--- config.mk ---
export PLATFORM = sky130hd
export DESIGN_NAME = alu_result_stage
export DESIGN_NICKNAME = d
export VERILOG_FILES = /design/src/rtl/alu_pkg.sv /design/src/rtl/alu_zero_detect.sv /design/src/rtl/alu_result_stage.sv
export SDC_FILE = /design/constraint.sdc
export NUM_CORES = 1
export LEC_CHECK = 0
export CAP_MARGIN = 20
export CORE_MARGIN = 3
export CORE_UTILIZATION = 45
export CTS_CLUSTER_DIAMETER = 40
export CTS_CLUSTER_SIZE = 16
export DETAILED_ROUTE_END_ITERATION = 8
export GPL_TIMING_DRIVEN = 1
export HOLD_SLACK_MARGIN = 0.08
export PLACE_DENSITY = 0.82
export SETUP_SLACK_MARGIN = 0.2
export SLEW_MARGIN = 10
export SYNTH_ARGS = -nofsm -noshare
export SYNTH_HDL_FRONTEND = slang
export SYNTH_SLANG_ARGS = --single-unit
export TNS_END_PERCENT = 50
--- constraint.sdc ---
create_clock -name clk -period 1.75 [get_ports clk]
set_input_delay 0.175 -clock clk [delete_from_list [all_inputs] [get_ports clk]]
set_output_delay 0.175 -clock clk [all_outputs]
set_load 0.1 [all_outputs]
--- src/rtl/alu_pkg.sv ---
// Shared widths, op-tag encodings and result-stage state encoding
// for the bitwise logic unit datapath.
package alu_pkg;

   localparam int ALU_WIDTH = 32;

   typedef enum logic [2:0] {
      OP_AND  = 3'd0,
      OP_OR   = 3'd1,
      OP_NOT  = 3'd2,
      OP_NAND = 3'd3,
      OP_NOR  = 3'd4,
      OP_XOR  = 3'd5
   } op_t;

   typedef enum logic [1:0] {
      EMPTY = 2'd0,
      ONE   = 2'd1,
      FULL  = 2'd2
   } state_t;

endpackage

--- src/rtl/alu_zero_detect.sv ---
// WIDTH-input NOR reduction; flags an all-zero result word.
module alu_zero_detect #(
   parameter int WIDTH = 32
) (
   input  logic [WIDTH-1:0] word,
   output logic             zero
);

   assign zero = ~|word;

endmodule

--- src/rtl/alu_result_stage.sv ---
// Registered result stage: 2-entry skid buffer with op tag, captured zero flag
// and a saturating count of accepted results.
module alu_result_stage
   import alu_pkg::*;
#(
   parameter int WIDTH = ALU_WIDTH,
   parameter int OP_W  = 3,
   parameter int CNT_W = 16
) (
   input  logic             clk,
   input  logic             rst_n,
   input  logic             flush,
   input  logic             in_valid,
   output logic             in_ready,
   input  logic [WIDTH-1:0] in_result,
   input  logic [OP_W-1:0]  in_op,
   output logic             out_valid,
   input  logic             out_ready,
   output logic [WIDTH-1:0] out_result,
   output logic [OP_W-1:0]  out_op,
   output logic             out_zero,
   output logic [CNT_W-1:0] acc_count
);

   state_t           state, state_nx;
   logic [WIDTH-1:0] main_res, skid_res;
   logic [OP_W-1:0]  main_op, skid_op;
   logic             main_zero, skid_zero;
   logic             in_zero;
   logic             in_ready_q;
   logic             accept, pop;
   logic             load_main_in, load_main_skid, load_skid;

   alu_zero_detect #(.WIDTH(WIDTH)) u_zero (
      .word (in_result),
      .zero (in_zero)
   );

   assign accept     = in_valid & in_ready_q;
   assign out_valid  = (state != EMPTY);
   assign pop        = out_valid & out_ready;
   assign in_ready   = in_ready_q;
   assign out_result = main_res;
   assign out_op     = main_op;
   assign out_zero   = main_zero;

   always_comb begin
      state_nx       = state;
      load_main_in   = 1'b0;
      load_main_skid = 1'b0;
      load_skid      = 1'b0;
      case (state)
         EMPTY: begin
            if (accept) begin
               load_main_in = 1'b1;
               state_nx     = ONE;
            end
         end
         ONE: begin
            if (accept && pop) begin
               load_main_in = 1'b1;
            end else if (accept) begin
               load_skid = 1'b1;
               state_nx  = FULL;
            end else if (pop) begin
               state_nx = EMPTY;
            end
         end
         FULL: begin
            if (pop) begin
               load_main_skid = 1'b1;
               state_nx       = ONE;
            end
         end
         default: state_nx = EMPTY;
      endcase
      // Flush discards any capture this cycle so out_* keep their last value.
      if (flush) begin
         state_nx       = EMPTY;
         load_main_in   = 1'b0;
         load_main_skid = 1'b0;
         load_skid      = 1'b0;
      end
   end

   always_ff @(posedge clk or negedge rst_n) begin
      if (!rst_n) begin
         state      <= EMPTY;
         in_ready_q <= 1'b1;
      end else begin
         state      <= state_nx;
         in_ready_q <= (state_nx != FULL);
      end
   end

   always_ff @(posedge clk or negedge rst_n) begin
      if (!rst_n) begin
         main_res  <= '0;
         main_op   <= '0;
         main_zero <= 1'b0;
         skid_res  <= '0;
         skid_op   <= '0;
         skid_zero <= 1'b0;
      end else begin
         if (load_main_in) begin
            main_res  <= in_result;
            main_op   <= in_op;
            main_zero <= in_zero;
         end else if (load_main_skid) begin
            main_res  <= skid_res;
            main_op   <= skid_op;
            main_zero <= skid_zero;
         end
         if (load_skid) begin
            skid_res  <= in_result;
            skid_op   <= in_op;
            skid_zero <= in_zero;
         end
      end
   end

   always_ff @(posedge clk or negedge rst_n) begin
      if (!rst_n) begin
         acc_count <= '0;
      end else if (accept && (acc_count != '1)) begin
         acc_count <= acc_count + 1'b1;
      end
   end

endmodule
==> results of run 1 <==
registers in the layout, summed over array words and instances (netlist names):
name and flops:
out_result 32, out_op 3, acc_count 16, in_ready 1, skid_zero 1, skid_op 3
skid_res 32, state 2, out_zero 1
worst max-delay path by stage:
stage	start	endpoint
floorplan	acc_count[8]	acc_count[1]
global placement	in_valid	out_result[18]
detailed placement	out_ready	out_result[22]
CTS	in_ready	out_zero
global route	in_ready	out_result[25]
finish	in_ready	out_result[25]
cell usage in the layout (no fill, tap or decap), types with 2 or more instances in the layout:
master / instances
clkbuf_8: 9
xor2_1: 6
inv_1: 3
buf_4: 61
a21oi_2: 18
clkbuf_16: 5
nand4_1: 7
buf_6: 4
nor3_4: 2
mux2_2: 36
or2_2: 2
mux2_4: 3
bufinv_16: 2
buf_12: 22
nor2_1: 11
dfrtp_1: 74
nor4_1: 8
nor2_4: 21
nand2_1: 7
a21oi_1: 20
clkinv_2: 2
mux2i_1: 38
nand3_1: 3
xnor2_1: 2
clkdlybuf4s50_1: 38
o21ai_0: 2
nor4_4: 4
o21a_1: 4
or4_4: 2
nor2_2: 11
dfrtp_4: 16
routing by layer:
layer	GRT usage (%)	wire, um	up-vias
li1	-	-	1465
met1	25.7	4500	1628
met2	33.6	5480	105
met3	5.67	612	20
met4	6.32	183	0
met5	0	0	-
logic make-up after synthesis:
family                     count (synthesis)  share of synthesized area [%]
and+or+nand+nor                           93                           12.2
DFF                                       91                           56.6
muxes                                     77                           20.5
AOI/OAI and AO/OA                         47                           6.31
buffers and inverters                     20                           2.39
xor gates and xnor gates                   8                           1.74
adders and majority gates                  1                          0.311
what timing repair did:
item / 4_1_cts / 5_1_grt
setup endpoints to repair: 84 / 88
gates resized for setup: 47 / 45
cloned: 0 / 6
pin swaps: 21 / 23
setup buffers: 1 / 6
hold buffers: 1 / 0
endpoints found under the hold margin: 32 / 0
power by group:
part / total [mW] / switching (mW) / internal, mW
Combinational: 3.75 / 2.51 / 1.24
Sequential: 3.06 / 0.410 / 2.64
Clock: 1.60 / 0.782 / 0.817
Total: 8.41 / 3.70 / 4.70
stage by stage:
step	cell area (um2)	util, %
after global placement	5470	64.6
after global routing	6260	73.9
after floorplan	4190	-
after CTS	5900	69.7
after detailed placement	5470	64.6
final	6260	73.9
Yosys cell counts, drive strengths merged (2+ instances only):
master   n  area, um2
dfrtp   90       2250
nor2    43        164
mux2    39        443
a21oi   38        190
mux2i   38        380
nor4    13        103
clkbuf   9       37.5
buf      8       47.5
nand2    8       30.0
nand4    8       56.3
xor2     6       52.6
nand3    4       20.0
nor3     4       20.0
o21a     4       30.0
inv      3       11.3
nor3b    3       22.5
or2      3       18.8
o21ai    2       10.0
or3      2       12.5
xnor2    2       17.5
final cells by class:
| cell class | count | area (um2) |
|---|---|---|
| Multi-Input combinational cell | 227 | 2070 |
| Fill cell | 519 | 2210 |
| Sequential cell | 91 | 2340 |
| Timing Repair Buffer | 132 | 1470 |
| Clock inverter | 7 | 98.8 |
| Clock buffer | 9 | 124 |
| Tap cell | 105 | 131 |
| Inverter | 3 | 11.3 |
worst max-delay path, cell delays in order (launching register included):
cell and delay, ns:
dfstp_4 0.64, nand2_4 0.06, or4_4 0.58, clkbuf_16 0.23, a21oi_1 0.17
==> reports/qor.txt, run 1 <==
status: complete, but fails checks
failing checks: negative setup slack
GPL Wtd Cong: 0.828
flops & latches, synth: 91
final worst path period share: 101%
r2r setup slk: -0.02 ns
worst path required time: 2.03 ns
Num CTS Buffers: 9
Post-synth EDFFs: 0
clock tree root buffer cell: clkbuf_8
async set or reset register ratio after synthesis: 100%
post-DP HPWL: 6.84 mm
pin count of the biggest net entering global routing: 45
final setup vio count: 1
share of layout cells above drive strength 1: 50.5%
Final Hold Fails: 0
Worst Hold Class: input pin to async pin
Max VDD drop: 1.12 mV
Die ar.: 10100 um2
Clk Latency, worst-skew pair: 0.36 ns
Slew Limit Headroom: 69.9%
Pwr per Cell Area: 1340 nW/um2
Area Growth Syn to Fin: 55.5%
TritonCTS clock tree: built
crit end category: flip-flop
DIE HEIGHT: 101 um
vias in the first global route: 3276
synth unique cells: 37
layout net count: 505
post-synthesis sequential area ratio: 56.6%
Cells after DPL: 544
GRT Overall Usage: 20.2%
diode count: 0
first-pass GRT wire length: 16.0 mm
YS warnings: 0
Lkg Pwr: 2.53 nW
Max Clk Rate: 565 MHz
initial antenna violation count: 0
post-route insts no fill: 574
WL/cell: 18.8 um
Design Power: 8.41 mW
CORE AREA: 8460 um2
# DRC: 0
RSZ-0062 raised after global routing: true
Most used DFF post-synth: dfrtp_1
Crit path arrival time: 2.05 ns
CTS clk-pin slew, worst paths: 0.10 ns
setup ws final: -0.0197 ns
FF-to-FF End: out_result[25]
final clock skew: 0.0151 ns
Die W: 101 um
pre-CTS WS: -0.117 ns
syn nets: 378
Avg Inst Size Synth: 11.9 um2
R2R Path Start: in_ready
Std-Cell Rows: 33
Starting Density: 47.5%
Setup CP Type: flip-flop to flip-flop
synthesized instance count: 337
DRT Pass-1 Iters: 4
Clock Tree Buf Depth: 2
DR vias: 3218
cell area after synthesis: 4020 um2
io pins: 94
CP Launch Type: flip-flop
Slew Limit Fails: 0
number of max-cap violations: 0
total gr overflow: 0
Worst Path Max Fanout: 13
Slew @ Worst Pin: 0.451 ns
H-tree levels: 3
I/O Buffers: 93
drt first-iter violations: 157
clock sinks: 91
Worst R2R Path Depth: 4
hold slack: 0.289 ns
setup_tns: -0.0197 ns
remaining antenna violation count: 0
Routed WL: 10.8 mm
DR vias/cell: 5.61
Tmin final: 1.77 ns
Note: power is estimated with default switching activity, not from simulation.
==> run 2: changes to the inputs <==
- CAP_MARGIN: 20 -> unset
- PLACE_DENSITY: 0.82 -> unset
- PLACE_DENSITY_LB_ADDON: unset -> 0.1
==> run 2 against run 1 <==
The run now ends clean; via count is 6.1% lower; non-clock buffer count down 5; sequential power fell by 2%; clock power shrank 10%; wire length decreased by 15%; total power down 3.8%; sequential share of layout area rose by 2.5 points; critical path type unchanged; highest routed layer unchanged.
==> reports/qor.txt, run 2 (synthesis gave the netlist of run 1 again) <==
Die W: 101 um (unchanged)
CP Depth: 4 (unchanged)
Tmin final: 1.73 ns (was 1.77 ns)
share of layout cells above drive strength 1: 39.5% (was 50.5%)
pre-CTS WS: -0.0791 ns (was -0.117 ns)
DIE HEIGHT: 101 um (unchanged)
Crit path arrival time: 1.97 ns (was 2.05 ns)
clock sinks: 91 (unchanged)
Die ar.: 10100 um2 (unchanged)
Final Hold Fails: 0 (unchanged)
Max Clk Rate: 579 MHz (was 565 MHz)
Clk Latency, worst-skew pair: 0.34 ns (was 0.36 ns)
# DRC: 0 (unchanged)
Setup CP Type: flip-flop to flip-flop (unchanged)
CTS clk-pin slew, worst paths: 0.09 ns (was 0.10 ns)
crit end category: flip-flop (unchanged)
setup ws final: 0.0240 ns (was -0.0197 ns)
Num CTS Buffers: 9 (unchanged)
final worst path period share: 98.6% (was 101%)
pin count of the biggest net entering global routing: 47 (was 45)
Std-Cell Rows: 33 (unchanged)
Pwr per Cell Area: 1380 nW/um2 (was 1340 nW/um2)
number of max-cap violations: 0 (unchanged)
delay-heaviest family, CP: flip-flops (unchanged)
CORE AREA: 8460 um2 (unchanged)
commonest cells after routing, fill and taps aside: 74 x dfrtp_1, 59 x buf_4, 39 x nor2_1 (was 74 x dfrtp_1, 61 x buf_4, 38 x mux2i_1, 38 x clkdlybuf4s50_1, 36 x mux2_2)
io pins: 94 (unchanged)
worst path required time: 1.99 ns (was 2.03 ns)
diode count: 0 (unchanged)
initial antenna violation count: 0 (unchanged)
TritonCTS clock tree: built (unchanged)
Area Growth Syn to Fin: 45.6% (was 55.5%)
Routed WL: 9.13 mm (was 10.8 mm)
Slew Limit Fails: 0 (unchanged)
RSZ-0062 raised after global routing: true (unchanged)
DR vias/cell: 5.32 (was 5.61)
Slew @ Worst Pin: 0.432 ns (was 0.451 ns)
H-tree levels: 3 (unchanged)
utilization after layout: 69.2% (was 73.9%)
DR vias: 3021 (was 3218)
most common cell after layout, fill and taps aside: dfrtp_1 (unchanged)
layout net count: 499 (was 505)
Slew Limit Headroom: 70.9% (was 69.9%)
remaining antenna violation count: 0 (unchanged)
Worst Hold Class: input pin to async pin (unchanged)
CP max-delay cell: dfstp_4 (unchanged)
drt first-iter violations: 69 (was 157)
Design Power: 8.09 mW (was 8.41 mW)
DRT Pass-1 Iters: 4 (unchanged)
worst path cell trace: nand2_4, or4_4, buf_12, o21a_1 (was nand2_4, or4_4, clkbuf_16, a21oi_1)
Critical path buffers and inverters: 1 (unchanged)
Clock Tree Buf Depth: 2 (unchanged)
CP Launch Type: flip-flop (unchanged)
final clock skew: 0.00727 ns (was 0.0151 ns)
Worst Path Max Fanout: 46 (was 13)
Worst R2R Path Depth: 4 (unchanged)
vias in the first global route: 2968 (was 3276)
clock tree root buffer cell: clkbuf_8 (unchanged)
hold slack: 0.285 ns (was 0.289 ns)
GPL Wtd Cong: 0.748 (was 0.828)
Lkg Pwr: 2.42 nW (was 2.53 nW)
total gr overflow: 0 (unchanged)
I/O Buffers: 93 (unchanged)
post-DP HPWL: 6.34 mm (was 6.84 mm)
final setup vio count: 0 (was 1)
GRT Overall Usage: 18.4% (was 20.2%)
Starting Density: 47.5% (unchanged)
r2r setup slk: 0.02 ns (was -0.02 ns)
Max VDD drop: 0.849 mV (was 1.12 mV)
first-pass GRT wire length: 14.8 mm (was 16.0 mm)
WL/cell: 16.1 um (was 18.8 um)
CP peak stage delay: 0.64 ns (about the same)
status: complete, no violations (was complete, but fails checks)
-- run 2: layer usage --
layer | part of all wire [%] | vias up | routed length [um] | global-route usage (%)
met5 | 0 | - | 0 | 0
met2 | 50 | 60 | 4540 | 30.4
met4 | 0.72 | 0 | 66 | 4.97
met1 | 45 | 1507 | 4100 | 24.7
met3 | 4.7 | 6 | 430 | 3.88
li1 | - | 1448 | - | -
-- run 2: worst paths after layout --
| path | start | to |
|---|---|---|
| hold / removal | rst_n | acc_count[8] |
| hold reg to reg | skid_res[29] | skid_res[29] |
| setup / recovery | in_ready | out_zero |
| setup reg to reg | in_ready | out_zero |
| max in group asynchronous | rst_n | skid_res[0] |
| min in group clk | in_op[0] | out_op[0] |
-- run 2: where the power goes --
group / switching (mW) / leakage [nW] / internal (mW)
Combinational: 2.44 / 1.26 / 1.21
Sequential: 0.361 / 1.06 / 2.64
Clock: 0.758 / 0.0950 / 0.679
-- run 2: per-stage QoR --
step	instances	setup TNS, ns	instance area [um2]
after CTS	560	0	5700
after floorplan	337	-6.46	4190
after global placement	540	-0.914	5440
after detailed placement	540	-1.36	5440
after global routing	568	-0.0887	5860
final	568	0	5860
-- run 2: final cells by class --
type / count / area, um2
fillers: 629 / 2610
flip-flops and latches: 91 / 2340
multi-input cells: 226 / 1820
repair buffers: 127 / 1360
well taps: 105 / 131
clock buffers: 10 / 128
clock inverters: 6 / 73.8
inverters: 3 / 11.3
-- run 2: what timing repair did --
item	CTS	global route
pin swaps	0	22
hold buffers	1	0
resized for setup	4	21
setup buffers	3	8
hold endpoints to repair	27	0
endpoints found under the setup margin	79	86
==> run 3: changes to the inputs <==
- GPL_ROUTABILITY_DRIVEN: unset -> 0
==> results of run 3 <==
Final layout, timing and power as in run 2 (identical DEF).
